## src/rtl/dcache_snoop_responder.sv

```systemverilog
// Snoop responder for one L1 data cache on the MSI bus: looks up the 2-way frame array,
// forwards an M block as two words under dwait, and downgrades or invalidates the frame.
//
// state  | meaning
// IDLE   | waiting for ccwait; standalone ccinv pulses invalidate a hit line in place
// LOOKUP | snoop latched, cctrans raised if the line was M
// RESP   | holding the response while ccwait is high; decides forward vs. plain update
// XFER0  | word0 presented, waiting for dwait low
// XFER1  | word1 presented, frame update on acceptance
module dcache_snoop_responder #(
   parameter int IDX_W = 3,
   parameter int TAG_W = 26
) (
   input  logic                 CLK,
   input  logic                 RST,
   input  logic                 ccwait,
   input  logic                 ccinv,
   input  logic [31:0]          ccsnoopaddr,
   input  logic                 dwait,
   output logic                 cctrans,
   output logic [31:0]          snp_daddr,
   output logic [31:0]          snp_dstore,
   output logic                 snp_active,
   output logic [IDX_W-1:0]     fr_index,
   input  logic [1:0]           fr_valid,
   input  logic [1:0]           fr_dirty,
   input  logic [2*TAG_W-1:0]   fr_tag,
   input  logic [127:0]         fr_data,
   output logic                 upd_en,
   output logic                 upd_way,
   output logic                 upd_valid,
   output logic                 upd_dirty
);

   typedef enum logic [2:0] {
      S_IDLE, S_LOOKUP, S_RESP, S_XFER0, S_XFER1
   } state_t;

   state_t             state_q, state_d;
   logic [TAG_W-1:0]   tag_q, tag_d;
   logic [IDX_W-1:0]   idx_q, idx_d;
   logic               inv_q, inv_d;
   logic               way_q, way_d;
   logic               m_q, m_d;
   logic               s_q, s_d;
   logic [63:0]        blk_q, blk_d;
   logic               cctrans_q, cctrans_d;
   logic               snp_active_q, snp_active_d;
   logic [31:0]        snp_daddr_q, snp_daddr_d;
   logic [31:0]        snp_dstore_q, snp_dstore_d;
   logic               upd_en_c;

   logic [TAG_W-1:0]   in_tag;
   logic [IDX_W-1:0]   in_idx;
   logic [1:0]         hit;
   logic               m_in;
   logic [63:0]        blk_in;
   logic               unused_addr_lsb;

   assign in_tag          = ccsnoopaddr[31:IDX_W+3];
   assign in_idx          = ccsnoopaddr[IDX_W+2:3];
   assign unused_addr_lsb = ^ccsnoopaddr[2:0];

   assign fr_index = (state_q == S_IDLE) ? in_idx : idx_q;

   assign hit[0] = fr_valid[0] && (fr_tag[TAG_W-1:0] == in_tag);
   assign hit[1] = fr_valid[1] && (fr_tag[2*TAG_W-1:TAG_W] == in_tag);
   assign m_in   = |(hit & fr_dirty);
   assign blk_in = hit[1] ? fr_data[127:64] : (hit[0] ? fr_data[63:0] : 64'd0);

   always_comb begin
      state_d      = state_q;
      tag_d        = tag_q;
      idx_d        = idx_q;
      inv_d        = inv_q;
      way_d        = way_q;
      m_d          = m_q;
      s_d          = s_q;
      blk_d        = blk_q;
      cctrans_d    = cctrans_q;
      snp_active_d = snp_active_q;
      snp_daddr_d  = snp_daddr_q;
      snp_dstore_d = snp_dstore_q;
      upd_en_c     = 1'b0;
      upd_way      = way_q;
      upd_valid    = 1'b0;
      upd_dirty    = 1'b0;

      case (state_q)
         S_IDLE: begin
            upd_way = hit[1];
            if (ccwait) begin
               tag_d        = in_tag;
               idx_d        = in_idx;
               inv_d        = ccinv;
               way_d        = hit[1];
               m_d          = m_in;
               s_d          = (|hit) && !m_in;
               blk_d        = blk_in;
               cctrans_d    = m_in;
               snp_active_d = 1'b1;
               // word0 goes out early: the controller samples a registered copy
               snp_daddr_d  = {in_tag, in_idx, 3'b000};
               snp_dstore_d = blk_in[31:0];
               state_d      = S_LOOKUP;
            end else if (ccinv && (|hit)) begin
               upd_en_c = 1'b1;
            end
         end
         S_LOOKUP: state_d = S_RESP;
         S_RESP: begin
            if (!ccwait) begin
               cctrans_d = 1'b0;
               if (m_q) begin
                  if (!dwait) begin
                     snp_daddr_d  = {tag_q, idx_q, 3'b100};
                     snp_dstore_d = blk_q[63:32];
                     state_d      = S_XFER1;
                  end else begin
                     state_d = S_XFER0;
                  end
               end else begin
                  upd_en_c     = s_q && inv_q;
                  snp_active_d = 1'b0;
                  snp_daddr_d  = 32'd0;
                  snp_dstore_d = 32'd0;
                  state_d      = S_IDLE;
               end
            end
         end
         S_XFER0: begin
            if (!dwait) begin
               snp_daddr_d  = {tag_q, idx_q, 3'b100};
               snp_dstore_d = blk_q[63:32];
               state_d      = S_XFER1;
            end
         end
         S_XFER1: begin
            if (!dwait) begin
               upd_en_c     = 1'b1;
               upd_valid    = !inv_q;
               snp_active_d = 1'b0;
               snp_daddr_d  = 32'd0;
               snp_dstore_d = 32'd0;
               state_d      = S_IDLE;
            end
         end
         default: state_d = S_IDLE;
      endcase
   end

   always_ff @(posedge CLK) begin
      if (RST) begin
         state_q      <= S_IDLE;
         tag_q        <= '0;
         idx_q        <= '0;
         inv_q        <= 1'b0;
         way_q        <= 1'b0;
         m_q          <= 1'b0;
         s_q          <= 1'b0;
         blk_q        <= 64'd0;
         cctrans_q    <= 1'b0;
         snp_active_q <= 1'b0;
         snp_daddr_q  <= 32'd0;
         snp_dstore_q <= 32'd0;
      end else begin
         state_q      <= state_d;
         tag_q        <= tag_d;
         idx_q        <= idx_d;
         inv_q        <= inv_d;
         way_q        <= way_d;
         m_q          <= m_d;
         s_q          <= s_d;
         blk_q        <= blk_d;
         cctrans_q    <= cctrans_d;
         snp_active_q <= snp_active_d;
         snp_daddr_q  <= snp_daddr_d;
         snp_dstore_q <= snp_dstore_d;
      end
   end

   // cctrans drops in the same cycle ccwait releases the cache
   assign cctrans    = cctrans_q && !((state_q == S_RESP) && !ccwait);
   assign snp_active = snp_active_q;
   assign snp_daddr  = snp_daddr_q;
   assign snp_dstore = snp_dstore_q;
   // a reset cycle must never commit a frame update
   assign upd_en     = upd_en_c && !RST;

endmodule
```

## config.mk

```make
export PLATFORM = sky130hd
export DESIGN_NAME = dcache_snoop_responder
export DESIGN_NICKNAME = d
export VERILOG_FILES = /design/src/rtl/dcache_snoop_responder.sv
export SDC_FILE = /design/constraint.sdc
export NUM_CORES = 1
export LEC_CHECK = 0
export BUFFER_PORTS_ARGS = -buffer_cell sky130_fd_sc_hd__buf_2
export CAP_MARGIN = 20
export CORE_UTILIZATION = 41
export DETAILED_ROUTE_END_ITERATION = 7
export HOLD_SLACK_MARGIN = 0.1
export PLACE_DENSITY = 0.83
export RECOVER_POWER = 100
export SYNTH_ARGS = -nofsm -noshare
export SYNTH_HDL_FRONTEND = slang
export SYNTH_SLANG_ARGS = --single-unit
```

## constraint.sdc

```tcl
create_clock -name CLK -period 2.38 [get_ports CLK]
set_input_delay 0.238 -clock CLK [delete_from_list [all_inputs] [get_ports CLK]]
set_output_delay 0.238 -clock CLK [all_outputs]
set_load 0.005 [all_outputs]
```

==> impl_metrics.yaml, run 1 <==
detailed_routing:
  drcViolationCount: 0
  drt_pass1_iterations: 7
  drtAntennaViolNets: 0
  vias: 7701
  wl_um: 23800
  drtIter0Drc: 522
  via_per_inst: 5.60
  wire_per_inst_um: 17.3
place:
  io_buffers: 289
  gp_congestion: 0.895
  dp_cells: 1282
  hpwlAfterDp_um: 15900
run_status:
  status: "completed"
grt:
  grt_first_pass_wirelength_um: 35700
  grt_pass1_vias: 7270
  grt_max_degree: 63
  grt_overflow_total: 0
  grtUsageTotal_pct: 27.8
  antenna_found_initial: 0
synth:
  synth_area_leaders: "dfxtp_1 40%, nand2_1 9.3%, o21ai_0 5.8%"
  yosysSeqAreaShare_pct: 40.4
  synthesis.area_um2: 6640
  synth_area_per_cell_um2: 8.03
  synth-edff-count: 0
  yosys.area.top_type_share_pct: 40.4
  synth_warnings: 0
  synth_ff_type: "dfxtp_1"
  ys_seq_elements: 134
  syn_inst: 827
  synth_top_cell_by_area: "dfxtp_1"
  synthArstFlopShare_pct: 0
  synth.distinct_cells: 43
  syn-num-nets: 1048
die:
  die_height_um: 129
  rows: 46
  initial_core_util_pct: 42.0
  core_um2: 15800
  dieArea_um2: 16700
  ios: 294
  fp.dieW_um: 129
clock_network:
  clk_pin_slew_worst_paths_ps: 70
  cts_buffers: 17
  cts_tree: "done"
  cts.path.max_buffers: 2
  clock_sinks: 134
  clk_latency_ps: 430
  cts_htree_levels: 4
  root_buffer: "clkbuf_16"
worst_setup_path:
  reg2reg_depth: 6
  cp_max_fo: 4
  critPathCaptureType: "output port"
  critPathRequiredTime_ps: 2140
  reg2reg_from: "state_q[1]"
  path_class: "primary input to output port"
  crit_path_start: "ccsnoopaddr[14]"
  crit_arrival_ps: 2090
  worstSetupStartpointType: "primary input"
finish:
  antennaDiodeCount: 0
  mostFrequentLayoutCell: "buf_2"
  most-common-layout-cells: "249 x buf_2, 163 x nand2_1, 134 x dfxtp_1"
  area_delta_synth_final_pct: 42.9
  drive_gt1_share_pct: 27.3
  layout.cells.non_filler: 1376
  nets: 1368
power_and_ir_drop:
  power_density_nw_per_um2: 634
  leakage_nw: 3.74
  peakVddDrop_v: 0.000454
job:
  drv_cap: 0
min_path:
  hold_depth: 3
  hold_class: "primary input to register"
  min_from: "fr_data[38]"
sta:
  tightest_slew_ps: 835
  rsz0062_at_grt: "false"
  fin_crit_ps: 2330
  slew_viol_final: 0
  post-route-period-util_pct: 97.9
  fmax_mhz: 429
  finalSetupViolCount: 0
  hold_violations: 0
  slew-limit-headroom_pct: 44.1
  tns_ps: 0
  skew_ps: 8.44
[what timing repair did]
item | in CTS | in global routing
setup endpoints to repair | 0 | 19
buffers inserted | 0 | 1
gates resized for setup | 0 | 8
hold buffers | 61 | 0
endpoints found under the hold margin | 44 | 0
[cell type report]
cell class / count / area [um2]
timing repair buffer: 370 / 2260
inverter: 4 / 15.0
sequential: 134 / 2680
tap: 216 / 270
multi-input combinational: 620 / 3670
fill: 1382 / 6340
clock buffer: 17 / 425
clock inverter: 15 / 169
[registers in the layout (all words and copies together) (netlist names)]
name and cells:
blk_q 32, cctrans_q 1, idx_q 3, inv_q 1, m_q 1, s_q 1, snp_active 1, snp_daddr 32
snp_dstore 32, state_q 3, tag_q 26, way_q 1
[stage by stage]
step	cell area [um2]	utilization, %	setup WS [ps]	hold slack, ps	power (W)
6_report	9490	60.0	49.2	110	0.00602
5_1_grt	9490	60.0	6.28	101	0.00623
4_1_cts	9510	60.1	54.4	104	0.00604
3_5_place_dp	8310	52.5	57.9	442	0.00331
3_3_place_gp	8310	52.5	65.7	435	0.00330
2_1_floorplan	6640	-	426	374	0.00289
[logic make-up after synthesis]
family	after synthesis	share of synthesized area (%)
XOR/XNOR	52	6.86
AND/OR/NAND/NOR	304	20.2
other	1	0.0565
AO/OA/AOI/OAI	249	25.2
flip-flops	134	40.4
buffers and inverters	73	5.16
multiplexers	14	2.19
[worst paths after layout]
path | end | slack [ps]
setup reg to reg | blk_q[39] | 210
setup / recovery | upd_en | 50
hold / removal | blk_q[38] | 110
hold reg to reg | tag_q[0] | 460
[cells in the mapped netlist (all sizes together) (2+ instances only)]
| library cell | number |
|---|---|
| nand3 | 47 |
| mux2i | 10 |
| a21o | 33 |
| a22oi | 5 |
| nor2 | 40 |
| xor2 | 26 |
| a211oi | 4 |
| buf | 27 |
| clkbuf | 42 |
| and2 | 5 |
| inv | 4 |
| dfxtp | 134 |
| a31oi | 23 |
| a22o | 5 |
| nor3 | 13 |
| nand4 | 14 |
| nor2b | 4 |
| o21ai | 78 |
| a21oi | 37 |
| xnor2 | 26 |
| o21a | 2 |
| nand2 | 164 |
| nor4 | 11 |
| o221ai | 32 |
| mux2 | 4 |
| and3b | 2 |
| a222oi | 25 |
[critical path: stages]
cell	delay (ps)
buf_2	140
xor2_1	190
nor4_1	400
nand4b_1	160
nor3_2	320
buf_4	180
o2111ai_1	90
a21oi_1	220
buf_2	150
[report_power, final]
group	leakage, nW	total (W)	switching, W	internal (W)
registers	1.09	0.00237	0.0000453	0.00232
clock network	0.283	0.00268	0.00111	0.00157
logic	2.37	0.000970	0.000552	0.000418
[metal layers]
metal | GRT usage (%) | part of all wire [%]
met1 | 30.8 | 39
met2 | 47.7 | 48
met3 | 8.38 | 9.2
met4 | 15.2 | 3.7
met5 | 0 | 0
Power figures use the tool's default switching activity.
==> run 2, diff against run 1 <==
- ABC_AREA: not set -> 1
- PLACE_DENSITY: 0.83 -> 0.8
==> run 2 against run 1 <==
  * Via count up 26%
  * Worst hold slack worse by 7.1 ps
  * Total power up 26%
==> impl_metrics.yaml, run 2 <==
grt:
  grtUsageTotal_pct: 27.7
  grt_pass1_vias: 8710
  antenna_found_initial: 0
  grt_overflow_total: 0
  grt_first_pass_wirelength_um: 43400
  grt_max_degree: 86
clock_network:
  cts.path.max_buffers: 2
  clk_latency_ps: 430
  root_buffer: "clkbuf_16"
  clock_sinks: 134
  cts_tree: "done"
  cts_htree_levels: 4
  clk_pin_slew_worst_paths_ps: 60
  cts_buffers: 17
synth:
  synth_ff_type: "dfxtp_1"
  ys_seq_elements: 134
  synth_top_cells_by_count: "378 x nand2_1, 198 x nor2_1, 136 x a21oi_1, 134 x dfxtp_1, 132 x nand3_1"
  synthesis.area_um2: 8090
  syn-num-nets: 1558
  synth_area_per_cell_um2: 6.05
  syn_inst: 1337
  synth.distinct_cells: 35
  yosys.area.top_type_share_pct: 33.2
  synthArstFlopShare_pct: 0
  synth.most_common_cell: "nand2_1"
  yosysSeqAreaShare_pct: 33.2
  synth_area_leaders: "dfxtp_1 33%, nand2_1 18%, nor2_1 9.2%"
  synth_top_cell_by_area: "dfxtp_1"
  synth-edff-count: 0
  synth_warnings: 0
finish:
  nets: 1830
  most-common-layout-cells: "377 x nand2_1, 235 x buf_2, 197 x nor2_1"
  antennaDiodeCount: 0
  area_delta_synth_final_pct: 30.0
  fill_cells: 1987
  multi_input_area_um2: 4560
  regArea_um2: 2680
  layout.cells.non_filler: 1887
  mostFrequentLayoutCell: "nand2_1"
  drive_gt1_share_pct: 19.1
worst_setup_path:
  crit_arrival_ps: 2500
  critPathRequiredTime_ps: 2710
  path_class: "register to register"
  cpPeakStageDelay_ps: 370
  worstSetupStartpointType: "register"
  crit_buf_inv: 2
  cp_max_fo: 27
  cp_cell_sequence: "nor3_1 > buf_4 > nand2_2 > a21oi_1 > buf_4 > nand3_1 > a21oi_1"
  critPathSlowestCell: "dfxtp_1"
  crit_family: "simple AND/OR/NAND/NOR gates"
  critPathCaptureType: "register"
detailed_routing:
  via_per_inst: 5.14
  drcViolationCount: 0
  drtAntennaViolNets: 0
  wire_per_inst_um: 15.2
  drtIter0Drc: 621
  drt_pass1_iterations: 5
  vias: 9695
  wl_um: 28600
power_and_ir_drop:
  total_power_w: 0.00760
  leakage_nw: 4.90
  power_density_nw_per_um2: 723
  peakVddDrop_v: 0.000428
sta:
  tns_ps: 0
  slew-limit-headroom_pct: 49.4
  hold_violations: 0
  rsz0062_at_grt: "false"
  finalSetupViolCount: 0
  fin_ws_ps: 210
  fmax_mhz: 461
  skew_ps: 11.5
  tightest_slew_ps: 759
  post-route-period-util_pct: 91.2
  slew_viol_final: 0
  fin_crit_ps: 2170
place:
  gp_congestion: 0.941
  hpwlAfterDp_um: 20500
  dp_cells: 1830
  io_buffers: 289
  pre_cts_slack_ps: 324
die:
  ios: 294
  rows: 51
  core_um2: 19400
  initial_core_util_pct: 41.7
  dieArea_um2: 20300
  fp.dieW_um: 142
  die_height_um: 142
job:
  drv_cap: 0
run_status:
  status: "completed"
min_path:
  hold_class: "primary input to register"
run 2: changes by cell type in the layout (fill, tap and decap cells not counted), moves of 25 or more:
cell / previous run / this run
a21o_1: 33 / 0
a21oi_1: 37 / 137
o221ai_1: 32 / 0
nor2_1: 40 / 197
nand2_1: 163 / 377
inv_1: 4 / 104
nand3_1: 47 / 132
a222oi_1: 25 / 0
dlygate4sd3_1: 61 / 25
run 2: cell families (layout without fill, tap and decap cells):
logic type,count (synthesis),after routing,synth area share [%]
buf+inv,196,481,10.5
flops,134,134,33.2
other cells,1,1,0.0464
xor+xnor,18,18,1.95
compound gates,249,249,16.8
simple gates,739,739,37.6
run 2: where the power goes:
part           total, W  internal (W)  switching [W]
Combinational   0.00203      0.000711        0.00132
Sequential      0.00269       0.00252       0.000178
Clock           0.00287       0.00182        0.00105
run 2: worst paths after layout:
path	from	end	slack, ps	cells past startpoint
worst max-delay path	state_q[1]	blk_q[54]	210	7
worst min register to register	snp_daddr[0]	snp_daddr[0]	450	2
worst max register to register	state_q[1]	blk_q[54]	210	7
worst min-delay path	fr_data[57]	blk_q[57]	100	3
run 2: layout make-up:
class | count | share of cell area (%)
Clock inverter | 13 | 1.83
Sequential cell | 134 | 25.5
Multi-Input combinational cell | 1007 | 43.4
Clock buffer | 19 | 4.31
Tap cell | 265 | 3.15
Inverter | 112 | 4.00
Timing Repair Buffer | 337 | 17.8
run 2: stage by stage:
stage                     util, %  instance area (um2)  hold WS [ps]
final                        54.2                10500           103
after global routing         54.2                10500           127
after CTS                    54.6                10600           106
after detailed placement     50.0                 9700           437
after global placement       50.0                 9700           443
after floorplan                 -                 8090           377
run 2: tightest hold or removal path, delay by kind of cell:
family                 cells  cell delay (ps)
and+or+nand+nor            1               70
AOI/OAI and AO/OA          1               70
buffers and inverters      1              100
run 2: timing repair:
action / CTS / global route
hold endpoints to repair: 25 / 0
setup buffers: 0 / 0
setup endpoints to repair: 0 / 0
hold buffers: 25 / 0
gates resized for setup: 0 / 0
run 2: metal layers:
| layer | share of wire [%] | vias up | GRT usage, % |
|---|---|---|---|
| met5 | 0 | - | 0 |
| met4 | 3.7 | 0 | 14.6 |
| met3 | 8.3 | 64 | 5.69 |
| met2 | 47 | 480 | 48.0 |
| met1 | 41 | 4309 | 32.0 |
| li1 | - | 4842 | - |
==> run 3, diff against run 2 <==
- CORE_UTILIZATION: 41 -> 40
- PLACE_DENSITY: 0.8 -> 0.79
==> run 3 against run 2 <==
  * Global-route usage down 0.89 points
  * Sequential power about the same
  * Sequential share of layout area up 0.36 points
  * Worst hold slack better by 11 ps
  * Fmax up 2.7%
  * Total power down 4.9%
  * Non-clock buffer count down 4
==> impl_metrics.yaml, run 3 (synthesis results as in run 2) <==
worst_setup_path:
  critPathCaptureType: "output port"
  r2r-end: "snp_dstore[24]"
  cp_max_fo: 85
  critPathRequiredTime_ps: 2140
  worstSetupStartpointType: "primary input"
  cpPeakStageDelay_ps: 310
  crit_arrival_ps: 1880
  critPathSlowestCell: "nor2_1"
  reg2reg_from: "state_q[2]"
  path_class: "primary input to output port"
  reg2reg_slack_ps: 290
  cp_cell_sequence: "buf_2 > xnor2_1 > nand2_1 > nor2_1 > nand2_1 > nor2_1 > nand2_2 > buf_12 > a21oi_1 > buf_2"
  reg2reg_depth: 11
sta:
  slew-limit-headroom_pct: 48.7
  fin_crit_ps: 2110
  rsz0062_at_grt: "false"
  skew_ps: 9.66
  fmax_mhz: 473
  fin_ws_ps: 267
  finalSetupViolCount: 0
  hold_violations: 0
  tns_ps: 0
  slew_viol_final: 0
  whs_ps: 114
  post-route-period-util_pct: 88.8
  tightest_slew_ps: 769
detailed_routing:
  wl_um: 28900
  drtIter0Drc: 630
  via_per_inst: 5.12
  drcViolationCount: 0
  drt_pass1_iterations: 5
  vias: 9643
  wire_per_inst_um: 15.3
  drtAntennaViolNets: 0
power_and_ir_drop:
  peakVddDrop_v: 0.000364
  clockPowerShare_pct: 34.9
  power_density_nw_per_um2: 697
  p_comb_share_pct: 27.9
  leakage_nw: 4.83
  p_sw_share_pct: 36.4
  switching_power_w: 0.00263
  total_power_w: 0.00722
  p_int_w: 0.00459
  pwr-share-seq_pct: 37.2
die:
  die_height_um: 144
  initial_core_util_pct: 41.2
  rows: 51
  fp.dieW_um: 144
  ios: 294
  dieArea_um2: 20800
  core_um2: 19700
finish:
  nets: 1826
  mostFrequentLayoutCell: "nand2_1"
  most-common-layout-cells: "378 x nand2_1, 234 x buf_2, 198 x nor2_1"
  stdcell_area_um2: 10400
  fill_cells: 1990
  area_delta_synth_final_pct: 28.2
  drive_gt1_share_pct: 19.0
grt:
  antenna_found_initial: 3
  top_usage_layer: "met2"
  grt_max_degree: 86
  grt_first_pass_wirelength_um: 42700
  met2_usage_pct: 45.4
  grtUsageTotal_pct: 26.8
  grt_use_met3_pct: 6.62
  grt_pass1_vias: 8364
  grt_overflow_total: 0
  use_met1_pct: 31.6
place:
  placed_cell_area_um2: 9660
  gp_congestion: 1.00
  hpwlAfterDp_um: 20900
  io_buffers: 289
  pre_cts_slack_ps: 52.6
clock_network:
  cts.path.max_buffers: 2
  cts_resized: 0
  cts_buffers: 17
  clk_latency_ps: 430
  cts_htree_levels: 4
  cts_tree: "done"
  clock_sinks: 134
  clk_pin_slew_worst_paths_ps: 60
  root_buffer: "clkbuf_16"
min_path:
  hold_depth: 3
  hold_end: "blk_q[40]"
  hold_class: "primary input to register"
  min_from: "fr_data[40]"
run_status:
  status: "completed"
job:
  drv_cap: 0
run 3: cell types whose count changed in the layout (fill, tap and decap cells not counted), sizes merged:
cell         before  now
clkbuf           74   72
buf             257  256
dlygate4sd3      25   22
inv             116  121
diode             0    2
bufinv            4    0
clkinv            3    5
clkinvlp          2    1
run 3: worst max-delay path, delay by kind of cell:
kind                   cells  cell delay (ps)
AO/OA/AOI/OAI              1              140
XOR/XNOR                   1              250
buffers and inverters      3              510
AND/OR/NAND/NOR            5              730
run 3: layout make-up:
type / instances / area [um2] / share of cell area (%)
multi-input cells: 1007 / 4550 / 43.9
inverters: 112 / 420 / 4.06
flip-flops and latches: 134 / 2680 / 25.9
repair buffers: 333 / 1820 / 17.5
clock inverters: 15 / 136 / 1.32
clock buffers: 17 / 425 / 4.10
diodes: 2 / 5.00 / 0.0483
well taps: 265 / 332 / 3.20
run 3: how the worst max path moves through the flow:
stage	to	slack, ps	cells after the start	startpoint
floorplan	blk_q[34]	800	8	state_q[1]
finish	upd_way	270	10	ccsnoopaddr[20]
detailed placement	blk_q[42]	50	10	ccsnoopaddr[24]
global placement	blk_q[38]	140	10	ccsnoopaddr[24]
global route	snp_daddr[11]	90	8	state_q[1]
CTS	blk_q[42]	200	6	state_q[1]
run 3: metal layers:
metal | share of wire, % | vias up | routed length [um]
li1 | - | 4836 | -
met1 | 41 | 4248 | 11800
met4 | 3.5 | 4 | 1030
met3 | 8.7 | 76 | 2520
met2 | 47 | 479 | 13600
met5 | 0.090 | - | 26
run 3: power groups by stage:
| stage | Sequential, W | Clock [W] | Combinational [W] |
|---|---|---|---|
| floorplan | 0.00272 | 0 | 0.00119 |
| global placement | 0.00271 | 0 | 0.00199 |
| detailed placement | 0.00273 | 0 | 0.00201 |
| CTS | 0.00268 | 0.00255 | 0.00205 |
| global route | 0.00272 | 0.00266 | 0.00222 |
| finish | 0.00269 | 0.00252 | 0.00202 |
run 3: through the flow:
step	util (%)	instances
after global placement	49.2	1828
after detailed placement	49.2	1828
after CTS	53.1	1882
after global routing	52.7	1883
final	52.7	1885
after floorplan	-	1337
run 3: what timing repair did:
item / in CTS / in global routing
hold buffers: 22 / 0
buffers inserted: 0 / 0
endpoints found under the hold margin: 22 / 0
